===== src/rtl/adc_scan_avg.sv =====
`default_nettype none
// ============================================================================
//  Module      : adc_scan_avg
//  Description : Channel controller and result averager for the 12-bit serial
//                ADC interface. Scans channels 0..NUM_CH-1 round-robin, drops
//                DISCARD settling conversions after each channel change, then
//                averages 2^AVG_LOG2 conversions and presents the result with
//                a one-cycle strobe.
//
//  Ports       : clk        - system clock (shared with the ADC interface)
//                reset      - synchronous, active-high reset
//                enable     - scan enable; low returns the block to idle
//                conv_done  - one-cycle pulse per finished conversion frame
//                result     - 12-bit conversion result, valid with conv_done
//                chan       - channel select driven to the ADC interface
//                avg_data   - averaged result, held until the next update
//                avg_chan   - channel that avg_data belongs to
//                avg_valid  - one-cycle strobe: avg_data/avg_chan updated
//                scan_done  - one-cycle strobe with avg_valid of last channel
//
//  Revision    : 1.0 - initial release
// ============================================================================
module adc_scan_avg #(
    parameter int NUM_CH   = 8,
    parameter int AVG_LOG2 = 2,
    parameter int DISCARD  = 2
) (
    input  logic        clk,
    input  logic        reset,
    input  logic        enable,
    input  logic        conv_done,
    input  logic [11:0] result,
    output logic [2:0]  chan,
    output logic [11:0] avg_data,
    output logic [2:0]  avg_chan,
    output logic        avg_valid,
    output logic        scan_done
);

    // Accumulator holds up to 2^AVG_LOG2 full-scale samples without overflow.
    localparam int c_ACC_W  = 12 + AVG_LOG2;
    localparam int c_SCNT_W = AVG_LOG2 + 1;

    localparam logic [c_SCNT_W-1:0] c_LAST_SAMP = c_SCNT_W'((1 << AVG_LOG2) - 1);
    localparam logic [1:0]          c_LAST_DISC = 2'((DISCARD > 0) ? (DISCARD - 1) : 0);
    localparam logic [2:0]          c_LAST_CH   = 3'(NUM_CH - 1);

    // State encoding
    localparam logic [1:0] c_S_IDLE    = 2'd0;
    localparam logic [1:0] c_S_DISCARD = 2'd1;
    localparam logic [1:0] c_S_ACCUM   = 2'd2;

    // State entered whenever a new channel (or a restart) begins: with no
    // settling conversions to drop, go straight to accumulation.
    localparam logic [1:0] c_S_START = (DISCARD == 0) ? c_S_ACCUM : c_S_DISCARD;

    // ------------------------------------------------------------------
    // Registers
    // ------------------------------------------------------------------
    logic [1:0]          r_state;
    logic [1:0]          r_disc_cnt;
    logic [c_SCNT_W-1:0] r_samp_cnt;
    logic [c_ACC_W-1:0]  r_acc;
    logic [2:0]          r_chan;
    logic [11:0]         r_avg_data;
    logic [2:0]          r_avg_chan;
    logic                r_avg_valid;
    logic                r_scan_done;

    // ------------------------------------------------------------------
    // Next-state wires
    // ------------------------------------------------------------------
    logic [1:0]          w_state_nxt;
    logic [1:0]          w_disc_cnt_nxt;
    logic [c_SCNT_W-1:0] w_samp_cnt_nxt;
    logic [c_ACC_W-1:0]  w_acc_nxt;
    logic [2:0]          w_chan_nxt;
    logic [11:0]         w_avg_data_nxt;
    logic [2:0]          w_avg_chan_nxt;
    logic                w_avg_valid_nxt;
    logic                w_scan_done_nxt;

    // Running sum including the current result; on the final sample this is
    // the complete total, so the average is taken from it directly.
    logic [c_ACC_W-1:0]  w_sum;
    logic [11:0]         w_avg;
    logic [2:0]          w_chan_inc;

    assign w_sum      = r_acc + c_ACC_W'(result);
    assign w_avg      = w_sum[AVG_LOG2 +: 12];
    assign w_chan_inc = (r_chan == c_LAST_CH) ? 3'd0 : (r_chan + 3'd1);

    // ------------------------------------------------------------------
    // Next-state / output logic
    // ------------------------------------------------------------------
    always_comb begin
        w_state_nxt     = r_state;
        w_disc_cnt_nxt  = r_disc_cnt;
        w_samp_cnt_nxt  = r_samp_cnt;
        w_acc_nxt       = r_acc;
        w_chan_nxt      = r_chan;
        w_avg_data_nxt  = r_avg_data;
        w_avg_chan_nxt  = r_avg_chan;
        w_avg_valid_nxt = 1'b0;
        w_scan_done_nxt = 1'b0;

        case (r_state)
            c_S_IDLE: begin
                w_disc_cnt_nxt = '0;
                w_samp_cnt_nxt = '0;
                w_acc_nxt      = '0;
                if (enable) begin
                    w_state_nxt = c_S_START;
                end
            end

            c_S_DISCARD: begin
                if (!enable) begin
                    w_state_nxt    = c_S_IDLE;
                    w_disc_cnt_nxt = '0;
                    w_samp_cnt_nxt = '0;
                    w_acc_nxt      = '0;
                end else if (conv_done) begin
                    if (r_disc_cnt == c_LAST_DISC) begin
                        w_state_nxt    = c_S_ACCUM;
                        w_disc_cnt_nxt = '0;
                    end else begin
                        w_disc_cnt_nxt = r_disc_cnt + 2'd1;
                    end
                end
            end

            c_S_ACCUM: begin
                if (!enable) begin
                    // Abandon the partial average; nothing is emitted even if
                    // a conversion completes in this same cycle.
                    w_state_nxt    = c_S_IDLE;
                    w_disc_cnt_nxt = '0;
                    w_samp_cnt_nxt = '0;
                    w_acc_nxt      = '0;
                end else if (conv_done) begin
                    if (r_samp_cnt == c_LAST_SAMP) begin
                        // Emit and move to the next channel on the same edge;
                        // the following cycle is already settling time.
                        w_avg_data_nxt  = w_avg;
                        w_avg_chan_nxt  = r_chan;
                        w_avg_valid_nxt = 1'b1;
                        w_scan_done_nxt = (r_chan == c_LAST_CH);
                        w_chan_nxt      = w_chan_inc;
                        w_acc_nxt       = '0;
                        w_samp_cnt_nxt  = '0;
                        w_disc_cnt_nxt  = '0;
                        w_state_nxt     = c_S_START;
                    end else begin
                        w_acc_nxt      = w_sum;
                        w_samp_cnt_nxt = r_samp_cnt + c_SCNT_W'(1);
                    end
                end
            end

            default: begin
                w_state_nxt    = c_S_IDLE;
                w_disc_cnt_nxt = '0;
                w_samp_cnt_nxt = '0;
                w_acc_nxt      = '0;
            end
        endcase
    end

    // ------------------------------------------------------------------
    // State register
    // ------------------------------------------------------------------
    always_ff @(posedge clk) begin
        if (reset) begin
            r_state     <= c_S_IDLE;
            r_disc_cnt  <= '0;
            r_samp_cnt  <= '0;
            r_acc       <= '0;
            r_chan      <= '0;
            r_avg_data  <= '0;
            r_avg_chan  <= '0;
            r_avg_valid <= 1'b0;
            r_scan_done <= 1'b0;
        end else begin
            r_state     <= w_state_nxt;
            r_disc_cnt  <= w_disc_cnt_nxt;
            r_samp_cnt  <= w_samp_cnt_nxt;
            r_acc       <= w_acc_nxt;
            r_chan      <= w_chan_nxt;
            r_avg_data  <= w_avg_data_nxt;
            r_avg_chan  <= w_avg_chan_nxt;
            r_avg_valid <= w_avg_valid_nxt;
            r_scan_done <= w_scan_done_nxt;
        end
    end

    assign chan      = r_chan;
    assign avg_data  = r_avg_data;
    assign avg_chan  = r_avg_chan;
    assign avg_valid = r_avg_valid;
    assign scan_done = r_scan_done;

endmodule
`default_nettype wire


===== config.mk =====
export PLATFORM = sky130hd
export DESIGN_NAME = adc_scan_avg
export DESIGN_NICKNAME = d
export VERILOG_FILES = /design/src/rtl/adc_scan_avg.sv
export SDC_FILE = /design/constraint.sdc
export NUM_CORES = 1
export LEC_CHECK = 0
export ABC_AREA = 1
export BUFFER_PORTS_ARGS = -buffer_cell sky130_fd_sc_hd__buf_4
export CORE_MARGIN = 5
export CORE_UTILIZATION = 50
export DETAILED_ROUTE_END_ITERATION = 12
export MAX_ROUTING_LAYER = met4
export PLACE_DENSITY_LB_ADDON = 0.2
export SETUP_SLACK_MARGIN = 0.2
export SYNTH_ARGS = -nofsm -noshare
export SYNTH_HDL_FRONTEND = slang
export SYNTH_SLANG_ARGS = --single-unit

===== constraint.sdc =====
create_clock -name clk -period 2.05 [get_ports clk]
set_clock_uncertainty 0.15 [all_clocks]
set_input_delay 0.1025 -clock clk [delete_from_list [all_inputs] [get_ports clk]]
set_output_delay 0.1025 -clock clk [all_outputs]
set_load 0.05 [all_outputs]

==> run metrics, run 1 <==
status finished clean; CTS Root Cell clkbuf_8; top post-synthesis cells by count nand2_1, inv_1, dfxtp_1, nor2_1, a21oi_1; synthesized area per cell between 6 and 7 µm²; ratio of cells with drive above 1 in the final layout a little over a fifth; crit-path max cell delay 420 ps; leakage approximately 1.5 nW; Post-layout nets ~430; Worst Setup Start Kind flip-flop; drt via density 5.00; post-synth cell types 26; Final Hold Fails 0; sequential share of the synthesized area a little over a third; worst path bufs/invs 1; CP Data Arrival Time 1940 ps; Area after DPL roughly 2700 µm²; Crit. End Element flip-flop; crit-path leading delay family simple AND/OR/NAND/NOR gates; Sink Count a little over 40; HP Start result[0]; Period minus WS final 1880 ps; Worst EP required roughly 2100 ps; Crit Path Category flip-flop to flip-flop; Row Count 25; Die Width between 70 and 80 µm; TNS Setup 0 ps; syn nets slightly below 400; Slew Limit Fails 0; Hold Path End r_acc[0]$_SDFFE_PP0P_; top-count cell post-synth nand2_1; EDFF count, synth 0; clock slew seen by the registers of the worst setup and hold paths ~90 ps; antenna violations before repair 0; number of global-route vias before repair approximately 2,100; DR DRC count 0; max cap viols 0; Final period util 91.9%; cell area after synthesis approximately 2400 µm²; worst reg-to-reg setup slack between 150 and 200 ps; Area Overhead vs Synth 24.3%; Final setup viols 0; CTS tree built; DR WL/cell about 12 µm; CP max FO 4; initial core utilization approximately half; dominant synthesized flop cell dfxtp_1; CTS Buffer Depth 2; largest net degree at the start of global routing 33; Most Frequent Cell on Critical Path nand2_2; Die H between 70 and 80 µm; largest area contributor in the netlist dfxtp_1; total gr overflow 0; CP max stage cell fa_2; first-pass iteration count of the detailed router 4; CP cell instances ha_4 -> fa_2 -> nand3_2 -> nand2_4 -> nand2_2 -> nand2_2 -> or2_4 -> nand2_2 -> a21o_2 -> inv_1; Total GRT Usage a little under a fifth; hpwl dp about 4 mm; R2R Path Start r_acc[0]$_SDFFE_PP0P_; drt total wl 5.55 mm; Port Buffers 35; io pins 36; Hold Crit Depth 4; Routed Antenna Nets 0; Ys Warns 0; worst vdd ir about 0.00045 V; total CTS buffers 5; Hold/Removal Path Class input port to flip-flop; Seq cells post-synth just over 40; DRT iter0 DRCs 81; fmax between 500 and 600 MHz; max_slew headroom between 70% and 80%; vias post-DR approximately 2,300; Final Wtd Congestion about 0.83; Async S/R FF share, synth 0%; Worst-Margin Slew 376 ps; Synth Instances between 300 and 400; ant diodes 0; total die area ~6200 µm²; share of the synthesized area in the top cell type between 30% and 40%; synth top area cells dfxtp_1, nand2_1, inv_1; Final Cell Area just under 3000 µm²; FILL cells roughly 450; R2R depth 10; H-tree levels 2; RSZ-0062 raised after global routing yes; global-route wire length before repair between 9 and 10 mm; Power per Cell Area 578 nW/µm²; core footprint 4660 µm²; worst-skew pair later-pin latency roughly 300 ps; Pwr Total around 1.7 mW; Worst R2R End avg_data[4]$_SDFFE_PP0P_
## registers in the layout, summed over array words and instances (netlist names)
signal      cells
r_acc          14
r_disc_cnt      2
r_state         2
avg_valid       1
avg_data       12
scan_done       1
chan            3
avg_chan        3
r_samp_cnt      3
## cell usage in the layout, fill, tap and decap left out, types with 2 or more instances in the layout
cell type  Yosys  layout
nand2_1      106     100
inv_1         54      54
buf_4          1      41
nor2_1        41      40
dfxtp_1       41      39
a21oi_1       28      23
nand3_1       19      18
o21ai_0       12      11
ha_1          15       8
nand2_2        2       7
xor2_1         6       6
ha_4           0       6
clkbuf_8       0       6
a21oi_2        0       5
o21ai_1        4       5
nand4_1        3       3
nor2_4         2       2
inv_2          2       2
a21o_2         2       2
nor3_1         2       2
dfxtp_2        0       2
## routing by layer
layer  up-vias  track usage, %  share of wire, %
li1       1177               -                 -
met1      1018            21.5                44
met2        43            32.9                50
met3        14            4.24               4.3
met4         0            6.29               1.9
met5         -               -                 0
## layout make-up
cell class,instances,area [µm²],area share (%)
tap,54,67.6,2.31
clock buffer,6,82.6,2.82
clock inverter,2,37.5,1.28
sequential,41,823,28.1
inverter,56,210,7.18
timing repair buffer,42,318,10.9
multi-input combinational,249,1390,47.5
## power breakdown
group          switching [mW]  leakage [nW]  internal (mW)  total [mW]
registers             0.00476         0.332          0.805       0.810
clock network           0.298        0.0574          0.396       0.694
logic                   0.114          1.09         0.0734       0.188
## worst reg2reg max path, cell delays in order (launching register included)
cell     delay, ps
dfxtp_2        340
ha_4           160
fa_2           420
nand3_2        100
nand2_4         80
nand2_2         60
nand2_2         50
or2_4          240
nand2_2         70
a21o_2         110
inv_1           30
## cell families (layout without fill, tap and decap cells)
| group | after synthesis | after routing | synth area share (%) |
|---|---|---|---|
| AOI/OAI and AO/OA | 47 | 47 | 10.5 |
| xor gates and xnor gates | 6 | 6 | 2.23 |
| adders and majority gates | 16 | 16 | 8.81 |
| buffers and inverters | 64 | 106 | 11.7 |
| DFF | 41 | 41 | 34.8 |
| and+or+nand+nor | 180 | 180 | 32.0 |
## how the worst max path moves through the flow
stage / from / to / slack, ps / depth (start not counted)
3_5_place_dp: r_acc[0]$_SDFFE_PP0P_ / avg_data[4]$_SDFFE_PP0P_ / 170 / 10
4_1_cts: r_acc[0]$_SDFFE_PP0P_ / avg_data[4]$_SDFFE_PP0P_ / 200 / 10
6_report: r_acc[0]$_SDFFE_PP0P_ / avg_data[4]$_SDFFE_PP0P_ / 170 / 10
2_1_floorplan: r_acc[0]$_SDFFE_PP0P_ / avg_data[4]$_SDFFE_PP0P_ / 240 / 10
3_3_place_gp: r_acc[0]$_SDFFE_PP0P_ / avg_data[4]$_SDFFE_PP0P_ / 190 / 10
5_1_grt: r_acc[0]$_SDFFE_PP0P_ / avg_data[4]$_SDFFE_PP0P_ / 80 / 10
## repair_timing
item / CTS / global route
setup buffers: 0 / 3
hold buffers: 1 / 0
endpoints found under the hold margin: 1 / 0
pin swaps: 1 / 6
endpoints found under the setup margin: 7 / 26
gates resized for setup: 1 / 23
## stage by stage
stage / instances / hold slack, ps / worst slack [ps] / utilization (%)
after detailed placement: 438 / 270 / 169 / 57.1
after CTS: 447 / 32.6 / 202 / 59.9
after floorplan: 354 / 128 / 243 / -
final: 450 / 37.0 / 166 / 62.8
after global placement: 438 / 267 / 188 / 57.1
after global routing: 450 / 52.7 / 82.7 / 62.8
(Power assumes the default switching activity.)
==> run 2: changes to the inputs <==
SETUP_SLACK_MARGIN = 0.15   (was 0.2)
SLEW_MARGIN = 10   (was not set)
==> run 2 against run 1 <==
Compared with the run above: clock power fell by 3.3%; sequential power barely moved; first-iteration DRC count increased by 96%; utilization shrank 1.2 points; routed wire length down 4.1%; critical path type unchanged; highest routed layer unchanged.
==> run metrics, run 2 (synthesis gave the netlist of run 1 again) <==
CP Data Arrival Time about 1900 ps; total gr overflow 0; ratio of cells with drive above 1 in the final layout around a fifth; Post-Layout Cell Count 450; Die H ~80 µm; vias post-DR around 2,200; commonest non-fill, non-tap cell in the layout nand2_1; Largest Register r_acc; Crit Path Category flip-flop to flip-flop; Row Count 25; Worst Setup Start Kind flip-flop; Power per Cell Area 578 nW/µm²; initial core utilization 50.6%; CTS Buffer Depth 2; DRT iter0 DRCs between 150 and 200; max cap viols 0; total die area slightly above 6000 µm²; antenna violations before repair 0; area of the multi-input gates between 1000 and 1500 µm²; clock slew seen by the registers of the worst setup and hold paths ~90 ps; Crit. End Element flip-flop; Final Hold Fails 0; DR WL/cell 11.8 µm; max_slew headroom about three quarters; RSZ-0062 raised after global routing yes; worst-skew pair later-pin latency about 300 ps; fmax roughly 550 MHz; commonest cells after routing, fill and taps aside nand2_1, inv_1, buf_4, nor2_1, dfxtp_1; leakage ~1.5 nW; global-route wire length before repair approximately 9.1 mm; Final setup viols 0; Largest register FFs 14; Period minus WS final approximately 1800 ps; drt total wl around 5.3 mm; number of global-route vias before repair approximately 2,100; Routed Antenna Nets 0; H-tree levels 2; io pins 36; Sink Count 41; core footprint around 4700 µm²; largest net degree at the start of global routing 33; FILL cells approximately 470; Hold/Removal Path Class input port to flip-flop; Worst EP required 2110 ps; Port Buffers 35; CTS Root Cell clkbuf_8; Slew Limit Fails 0; TNS Setup 0 ps; Final period util ~89%; Total GRT Usage 19.0%; Register Area between 800 and 900 µm²; status finished clean; Final Wtd Congestion 0.882; ant diodes 0; first-pass iteration count of the detailed router 4; hpwl dp 3.91 mm; Area Overhead vs Synth 21.9%; drt via density roughly 5.0; total CTS buffers 5; CTS tree built; DR DRC count 0; worst vdd ir about 0.00046 V; Post-layout nets 427; placed cell count between 400 and 500; Die Width ~79 µm; Worst-Margin Slew 371 ps; CP max FO 4
## run 2: per-stage QoR
stage | area [µm²] | power [mW] | util (%) | hold slack, ps | setup WS, ps
2_1_floorplan | 2360 | 0.940 | - | 128 | 186
3_3_place_gp | 2650 | 0.994 | 56.8 | 268 | 117
3_5_place_dp | 2650 | 0.996 | 56.8 | 271 | 83.6
4_1_cts | 2810 | 1.68 | 60.3 | 34.2 | 157
5_1_grt | 2870 | 1.75 | 61.7 | 43.0 | 133
6_report | 2870 | 1.66 | 61.7 | 40.9 | 226
## run 2: power breakdown
group / switching (mW) / leakage [nW] / internal, mW / total, mW
clock: 0.307 / 0.0543 / 0.365 / 0.671
combinational: 0.111 / 1.09 / 0.0704 / 0.181
sequential: 0.00471 / 0.332 / 0.805 / 0.810
## run 2: critical path: stages (launching register included)
cell     delay, ps
dfxtp_2        340
ha_4           160
fa_2           360
nand3_2         90
nand2_2         90
nand2_1         70
nand2_1         60
or2_4          230
nand2_2         50
a21o_2         100
inv_1           30
## run 2: what timing repair did
action / 4_1_cts / 5_1_grt
hold buffers: 1 / 0
pin swaps: 2 / 6
buffers inserted: 2 / 1
gates resized for setup: 5 / 15
endpoints found under the hold margin: 1 / 0
setup endpoints to repair: 3 / 19
## run 2: final timing paths
check / from / endpoint / slack (ps) / cells past startpoint
worst min register to register: r_disc_cnt[1]$_SDFFE_PP0P_ / r_disc_cnt[1]$_SDFFE_PP0P_ / 280 / 2
worst min-delay path: reset / r_state[0]$_SDFFE_PP0P_ / 40 / 2
worst max register to register: r_acc[0]$_SDFFE_PP0P_ / avg_data[4]$_SDFFE_PP0P_ / 230 / 10
worst max-delay path: r_acc[0]$_SDFFE_PP0P_ / avg_data[4]$_SDFFE_PP0P_ / 230 / 10
## run 2: area by class of cell
class | instances | share of cell area [%]
Clock inverter | 3 | 1.61
Clock buffer | 5 | 2.39
Sequential cell | 41 | 28.6
Tap cell | 54 | 2.35
Multi-Input combinational cell | 249 | 46.6
Inverter | 56 | 7.31
Timing Repair Buffer | 42 | 11.1
## run 2: layer usage
metal  vias to the layer above  routed length, µm  global-route usage (%)  part of all wire, %
li1                       1181                  -                       -                    -
met1                      1019               2450                    22.6                   46
met2                        42               2580                    32.1                   49
met3                         6                236                    4.13                  4.4
met4                         0                 57                    5.94                  1.1
met5                         -                  0                       -                    0
